`src/rtl/dtw_scheduler.sv`:
```
// dtw_scheduler: runs one DTW job at a time (clear core, run, capture, report)
// Ports: clk/rst (async active-low); job_* request channel (ready only in IDLE);
// core_* drive and observe the DTW core; res_* result channel held until
// res_valid & res_ready; busy = not IDLE; jobs_done = completed handshakes.
module dtw_scheduler #(
  parameter int WIDTH   = 16,
  parameter int QID_W   = 8,
  parameter int CLR_CYC = 4,
  parameter int TIMEOUT = 1000000
) (
  input  logic             clk,
  input  logic             rst,
  input  logic             job_valid,
  output logic             job_ready,
  input  logic [QID_W-1:0] job_qid,
  input  logic [WIDTH-1:0] job_thresh,
  output logic             core_rst,
  output logic             core_running,
  input  logic             core_done,
  input  logic [WIDTH-1:0] core_minval,
  input  logic [31:0]      core_position,
  output logic             res_valid,
  input  logic             res_ready,
  output logic [QID_W-1:0] res_qid,
  output logic [WIDTH-1:0] res_minval,
  output logic [31:0]      res_position,
  output logic             res_hit,
  output logic             res_timeout,
  output logic             busy,
  output logic [31:0]      jobs_done
);
  localparam int CNT_W = $clog2((TIMEOUT > CLR_CYC ? TIMEOUT : CLR_CYC) + 1);
  localparam logic [CNT_W-1:0] CLR_LAST = CNT_W'(CLR_CYC - 1);
  localparam logic [CNT_W-1:0] TO_LAST = CNT_W'(TIMEOUT - 1);
  typedef enum logic [2:0] {IDLE, CLEAR, RUN, CAPTURE, OUTPUT} state_t;
  state_t state_q, state_d;
  logic [CNT_W-1:0] cnt_q, cnt_d;
  logic [QID_W-1:0] qid_q, qid_d, res_qid_q, res_qid_d;
  logic [WIDTH-1:0] thresh_q, thresh_d, minval_q, minval_d, res_minval_q, res_minval_d;
  logic [31:0] pos_q, pos_d, res_position_q, res_position_d, jobs_done_q, jobs_done_d;
  logic to_q, to_d, res_timeout_q, res_timeout_d, res_hit_q, res_hit_d;
  logic accept, run_end, cap;
  always_ff @(posedge clk or negedge rst) begin
    if (!rst) begin
      state_q <= IDLE;
      cnt_q <= '0;
    end else begin
      state_q <= state_d;
      cnt_q <= cnt_d;
    end
  end
  always_comb begin
    state_d = state_q;
    cnt_d = cnt_q;
    case (state_q)
      IDLE: if (job_valid) begin
        state_d = CLEAR;
        cnt_d = '0;
      end
      CLEAR: begin
        state_d = cnt_q == CLR_LAST ? RUN : CLEAR;
        cnt_d = cnt_q == CLR_LAST ? '0 : cnt_q + 1'b1;
      end
      RUN: begin
        state_d = core_done || cnt_q == TO_LAST ? CAPTURE : RUN;
        cnt_d = core_done || cnt_q == TO_LAST ? cnt_q : cnt_q + 1'b1;
      end
      CAPTURE: state_d = OUTPUT;
      OUTPUT: state_d = res_ready ? IDLE : OUTPUT;
      default: state_d = IDLE;
    endcase
  end
  // done wins over the timeout in the same cycle; a timeout reports all-ones
  always_comb begin
    accept = state_q == IDLE && job_valid;
    run_end = state_q == RUN && (core_done || cnt_q == TO_LAST);
    cap = state_q == CAPTURE;
    qid_d = accept ? job_qid : qid_q;
    thresh_d = accept ? job_thresh : thresh_q;
    minval_d = run_end ? (core_done ? core_minval : '1) : minval_q;
    pos_d = run_end ? (core_done ? core_position : '1) : pos_q;
    to_d = run_end ? !core_done : to_q;
    res_qid_d = cap ? qid_q : res_qid_q;
    res_minval_d = cap ? minval_q : res_minval_q;
    res_position_d = cap ? pos_q : res_position_q;
    res_timeout_d = cap ? to_q : res_timeout_q;
    res_hit_d = cap ? !to_q && minval_q <= thresh_q : res_hit_q;
    jobs_done_d = state_q == OUTPUT && res_ready ? jobs_done_q + 1 : jobs_done_q;
  end
  always_ff @(posedge clk or negedge rst) begin
    if (!rst) begin
      qid_q <= '0;
      thresh_q <= '0;
      minval_q <= '0;
      pos_q <= '0;
      to_q <= 1'b0;
      res_qid_q <= '0;
      res_minval_q <= '0;
      res_position_q <= '0;
      res_timeout_q <= 1'b0;
      res_hit_q <= 1'b0;
      jobs_done_q <= '0;
    end else begin
      qid_q <= qid_d;
      thresh_q <= thresh_d;
      minval_q <= minval_d;
      pos_q <= pos_d;
      to_q <= to_d;
      res_qid_q <= res_qid_d;
      res_minval_q <= res_minval_d;
      res_position_q <= res_position_d;
      res_timeout_q <= res_timeout_d;
      res_hit_q <= res_hit_d;
      jobs_done_q <= jobs_done_d;
    end
  end
  // rst is folded in so the core is held in reset and no job is offered while rst is low
  always_comb begin
    job_ready = rst && state_q == IDLE;
    core_rst = !rst || state_q == CLEAR;
    core_running = state_q == RUN;
    res_valid = state_q == OUTPUT;
    busy = state_q != IDLE;
    res_qid = res_qid_q;
    res_minval = res_minval_q;
    res_position = res_position_q;
    res_hit = res_hit_q;
    res_timeout = res_timeout_q;
    jobs_done = jobs_done_q;
  end
endmodule
```
`config.mk`:
```
export PLATFORM = sky130hd
export DESIGN_NAME = dtw_scheduler
export DESIGN_NICKNAME = d
export VERILOG_FILES = /design/src/rtl/dtw_scheduler.sv
export SDC_FILE = /design/constraint.sdc
export NUM_CORES = 1
export LEC_CHECK = 0
export ABC_AREA = 1
export BUFFER_PORTS_ARGS = -buffer_cell sky130_fd_sc_hd__buf_2
export CORE_MARGIN = 3
export CORE_UTILIZATION = 55
export DETAILED_ROUTE_END_ITERATION = 10
export PLACE_DENSITY = 0.85
export SETUP_SLACK_MARGIN = 0.15
export SLEW_MARGIN = 25
export SYNTH_ARGS = -nofsm -noshare
export SYNTH_HDL_FRONTEND = slang
export SYNTH_SLANG_ARGS = --single-unit
```
`constraint.sdc`:
```
create_clock -name clk -period 2.1 [get_ports clk]
set_input_delay 0.21 -clock clk [delete_from_list [all_inputs] [get_ports clk]]
set_output_delay 0.21 -clock clk [all_outputs]
set_load 0.05 [all_outputs]
```
Word-level counts from Yosys, hierarchy flattened:

Cells that the tools add are included.

* register bits: 186
* bits in latches: 0
* bits in writable memories: 0
* ROM bits: 0
* input bits: 77
* logic and storage cells: 49
* memories kept: 0

* $add $sub $neg: 2
* multiply operators: 0
* div/mod/pow operators: 0
* magnitude comparators: 1
* equality and inequality tests: 8
* shift-type cells: 0
* multiplexer cells: 11
* bitwise logic cells: 0
* reductions and logical operators: 14

Operators by type and width (count)
* 20-bit 2-to-1 mux: 3
* 20-bit case mux with 3 select lines: 1
* 32-bit by 1-bit adder with 32-bit output, second input constant: 1
* 32-bit 2-to-1 mux: 1
* 20-bit by 1-bit adder with 20-bit output, second input constant: 1
* 20-bit by 2-bit == test with 1-bit output, second input constant: 1
* 20-bit == test, second input constant: 1
* 16-bit less-or-equal comparator: 1
* 16-bit 2-to-1 mux: 1
* 3-bit case mux with 5 select lines: 1
* 3-bit by 2-bit == test with 1-bit output, second input constant: 2
* 3-bit 2-to-1 mux: 2
* 3-bit nonzero test: 2
* 1-bit logical AND: 5
* 2-bit inequality test, second input constant: 2
* 3-bit by 1-bit == test with 1-bit output, second input constant: 1
* 3-bit == test, second input constant: 1
* 1-bit logical NOT: 3
* 3-bit logical NOT: 1
* 3-bit AND reduction: 1
* 1-bit logical OR: 2
* 2-bit 2-to-1 mux: 1
* 1-bit 2-to-1 mux: 1

Longest topological paths before layout:

* depth after elaboration: 4
* mapped depth: 14
* depth with buffers taken out: 14

Worst setup path before layout:

Ideal clock, no wire load.

* path kind: register -> output
* from: register state_q[0]
* to: output job_ready
* arrival: 1.699 ns
* setup slack: 0.191 ns
* cell stages (with the launch flop): 4
* path buffers: 0
* cells stage by stage: dfrtp_1 -> nor2_2 -> nand2_1 -> nor2_1

* longest elaborated chain between the ends: 2

RTL lines
* start: declaration: line 36 `state_t state_q, state_d;`
* start signal: assignment: line 48 `state_q <= state_d;`
* 3-bit logical NOT: line 119 `job_ready = rst && state_q == IDLE;`
* 1-bit logical AND: line 119
* end: declaration: line 14 `output logic job_ready,`

No other way between the ends.

Final worst setup path:

Ends and elaborated chain as after synthesis.

==> metrics <==
status complete, no violations; Die Height around 130 um; DIE AREA 17,180 um^2; clk slew on worst S/H paths 0.07 ns; IO Port Bufs 171; post-DR vias/cell 5.088; TritonCTS Buffers 17; Worst Skew 0.008778 ns; layout cells sized above 1 0.2101; hold_ws 0.007233 ns; clock latency on the worst-skew pair 0.42 ns; H-tree levels 4; Final #Nets 1,292; Critical Path Fanout Max 5; Tmin final 1.899 ns; crit path DAT 1.69 ns; Placeable Area 15,260 um^2; initial antenna violation count 2; DRT Wirelength 20,730 um; area leader, netlist dfrtp_1; pin count of the biggest net entering global routing 126; Synth area leaders dfrtp_1 (54%), nand2_1 (11%), inv_1 (5.5%); Via Count 7,235; yosys warns 0; top sig layer met4; CTS Buffer Depth 2; slew at the pin closest to its max-slew limit 0.6593 ns; wl on met1 8998 um; commonest non-fill, non-tap cell in the layout nand2_1; Setup TNS 0 ns; mapped cell area 8602 um^2; grt ovf 0; Req. time, crit path 1.89 ns; Worst Hold Class input port to flip-flop; final hold violations 0; Synth cell types 36; met3 wire length around 1100 um; Tcrit/Tclk final 0.9041; Remaining DRCs 0; DR iter-0 viols 543; Pwr per Cell Area 1385 nW/um^2; remaining antenna violation count after routing 0; Mapped Cells 1,016; Setup crit start state_q[0]; post-CTS setup buffers 0; Yosys reg bits 186; Hold Crit Start job_qid[2]; worst vdd ir 1.020 mV; Avg Cell Area, Syn between 8 and 9 um^2; share of the synthesized area in the top cell type 0.5411; most frequent cells in the layout nand2_1 (255), dfrtp_1 (185), buf_2 (169), inv_1 (125), nor2_1 (107); HPWL after detailed placement 14,670 um; All-Layer GR Usage 0.2435; reg2reg path depth 10; fin cells between 1,000 and 1,500; first drt pass iteration count 5; met2 wire length just over 10,000 um; critical path class flip-flop to output pin; root buffer cell clkbuf_16; Worst Setup Start Kind flip-flop; max_slew headroom 0.5605; area delta synth->final 21.28%; Final Slew Violations 0; Critical R2R Launch state_q[0]; Worst setup EP type output pin; CTS tree built; vias in the first global route 6,892; P_leak ~5.5 nW; TritonCTS Sinks between 150 and 200; Final Setup Violations 0; Seq/Total Area, Yosys 0.5411; Post-Synthesis Net Count approximately 1,100; routed len/inst 14.58 um; die width between 100 and 150 um; Max-cap violations 0; Inst Count DP 1,376; Peak Freq between 0.5 and 0.6 GHz; GPL Wtd Cong 0.8988; hold path cells 3; row cnt 45; RSZ-0062 raised after global routing true; Initial Util 0.5638; IO Pins 172; first-pass GRT wire length 33,180 um
what timing repair did:
action                                  in CTS  in global routing
hold buffers                                13                  0
endpoints found under the setup margin       0                 59
gates resized for setup                      0                 13
hold endpoints to repair                    20                  0
cell type report:
cell class                      instances  area, um^2
Timing Repair Buffer                  197        1140
Clock inverter                         12       90.09
Inverter                              130       490.5
Tap cell                              211       264.0
Multi-Input combinational cell        665        3334
Antenna cell                            2       5.005
Fill cell                            1237        4826
Clock buffer                           19       452.9
Sequential cell                       186        4656
kinds of logic after synthesis:
logic type / count (synthesis) / share of synthesized area
adder cells (fa/ha/maj): 18 / 0.02618
flip-flops: 186 / 0.5411
buffers and inverters: 165 / 0.07651
multiplexers: 1 / 0.001309
AO/OA/AOI/OAI: 162 / 0.1020
AND/OR/NAND/NOR: 454 / 0.2224
XOR/XNOR: 30 / 0.03055
registers in the layout, indices dropped and copies added, names as in the netlist, 8 cells and up:
| name | cells |
|---|---|
| cnt_q | 20 |
| jobs_done | 32 |
| minval_q | 16 |
| pos_q | 32 |
| qid_q | 8 |
| res_minval | 16 |
| res_position | 32 |
| res_qid | 8 |
| thresh_q | 16 |
Yosys cell counts, drive strengths merged:
| master | number |
|---|---|
| nand2 | 262 |
| nor3 | 15 |
| buf | 23 |
| mux2 | 1 |
| o21a | 2 |
| xnor2 | 12 |
| nor2 | 115 |
| xor2 | 18 |
| nand3 | 41 |
| dfrtp | 186 |
| clkbuf | 12 |
| nand3b | 7 |
| nand4 | 12 |
| inv | 129 |
| nor4 | 1 |
| a31oi | 1 |
| o21bai | 4 |
| ha | 18 |
| a21oi | 57 |
| or2 | 1 |
| clkinv | 1 |
| o211ai | 5 |
| o21ai | 93 |
worst paths after layout:
kind | to | slack [ns]
worst min register to register | res_position[7] | 0.48
min in group asynchronous | cnt_q[17] | 0.21
max in group asynchronous | jobs_done[1] | 0.97
worst min-delay path | qid_q[2] | 0.007
worst max register to register | jobs_done[21] | 0.27
worst max-delay path | job_ready | 0.20
per-layer routing:
layer  up-vias  global-route usage
li1       3566                   -
met1      3441              0.3266
met2       200              0.3996
met3        28             0.04984
met4         0             0.07925
met5         -                   0
power by group:
part,switching (mW),internal (mW),total [mW]
Sequential,0.643,4.84,5.48
Combinational,4.38,1.62,6.00
Clock,1.37,1.59,2.96
Total,6.40,8.05,14.4
worst max-delay path, stage by stage (launching register included):
cell	delay, ns
dfrtp_1	0.49
nor2_4	0.20
nand2_1	0.18
nor2_1	0.13
buf_2	0.27
per-stage QoR:
step	worst slack (ns)	util	total power, mW	area [um^2]
floorplan	0.1913	-	9.820	8602
global placement	0.2210	0.6364	11.23	9711
detailed placement	0.1699	0.6364	11.45	9711
global route	0.1176	0.6837	15.42	10430
CTS	0.1678	0.6805	14.49	10380
finish	0.2014	0.6837	14.45	10430
No activity file was read; power rests on OpenSTA's default activity.
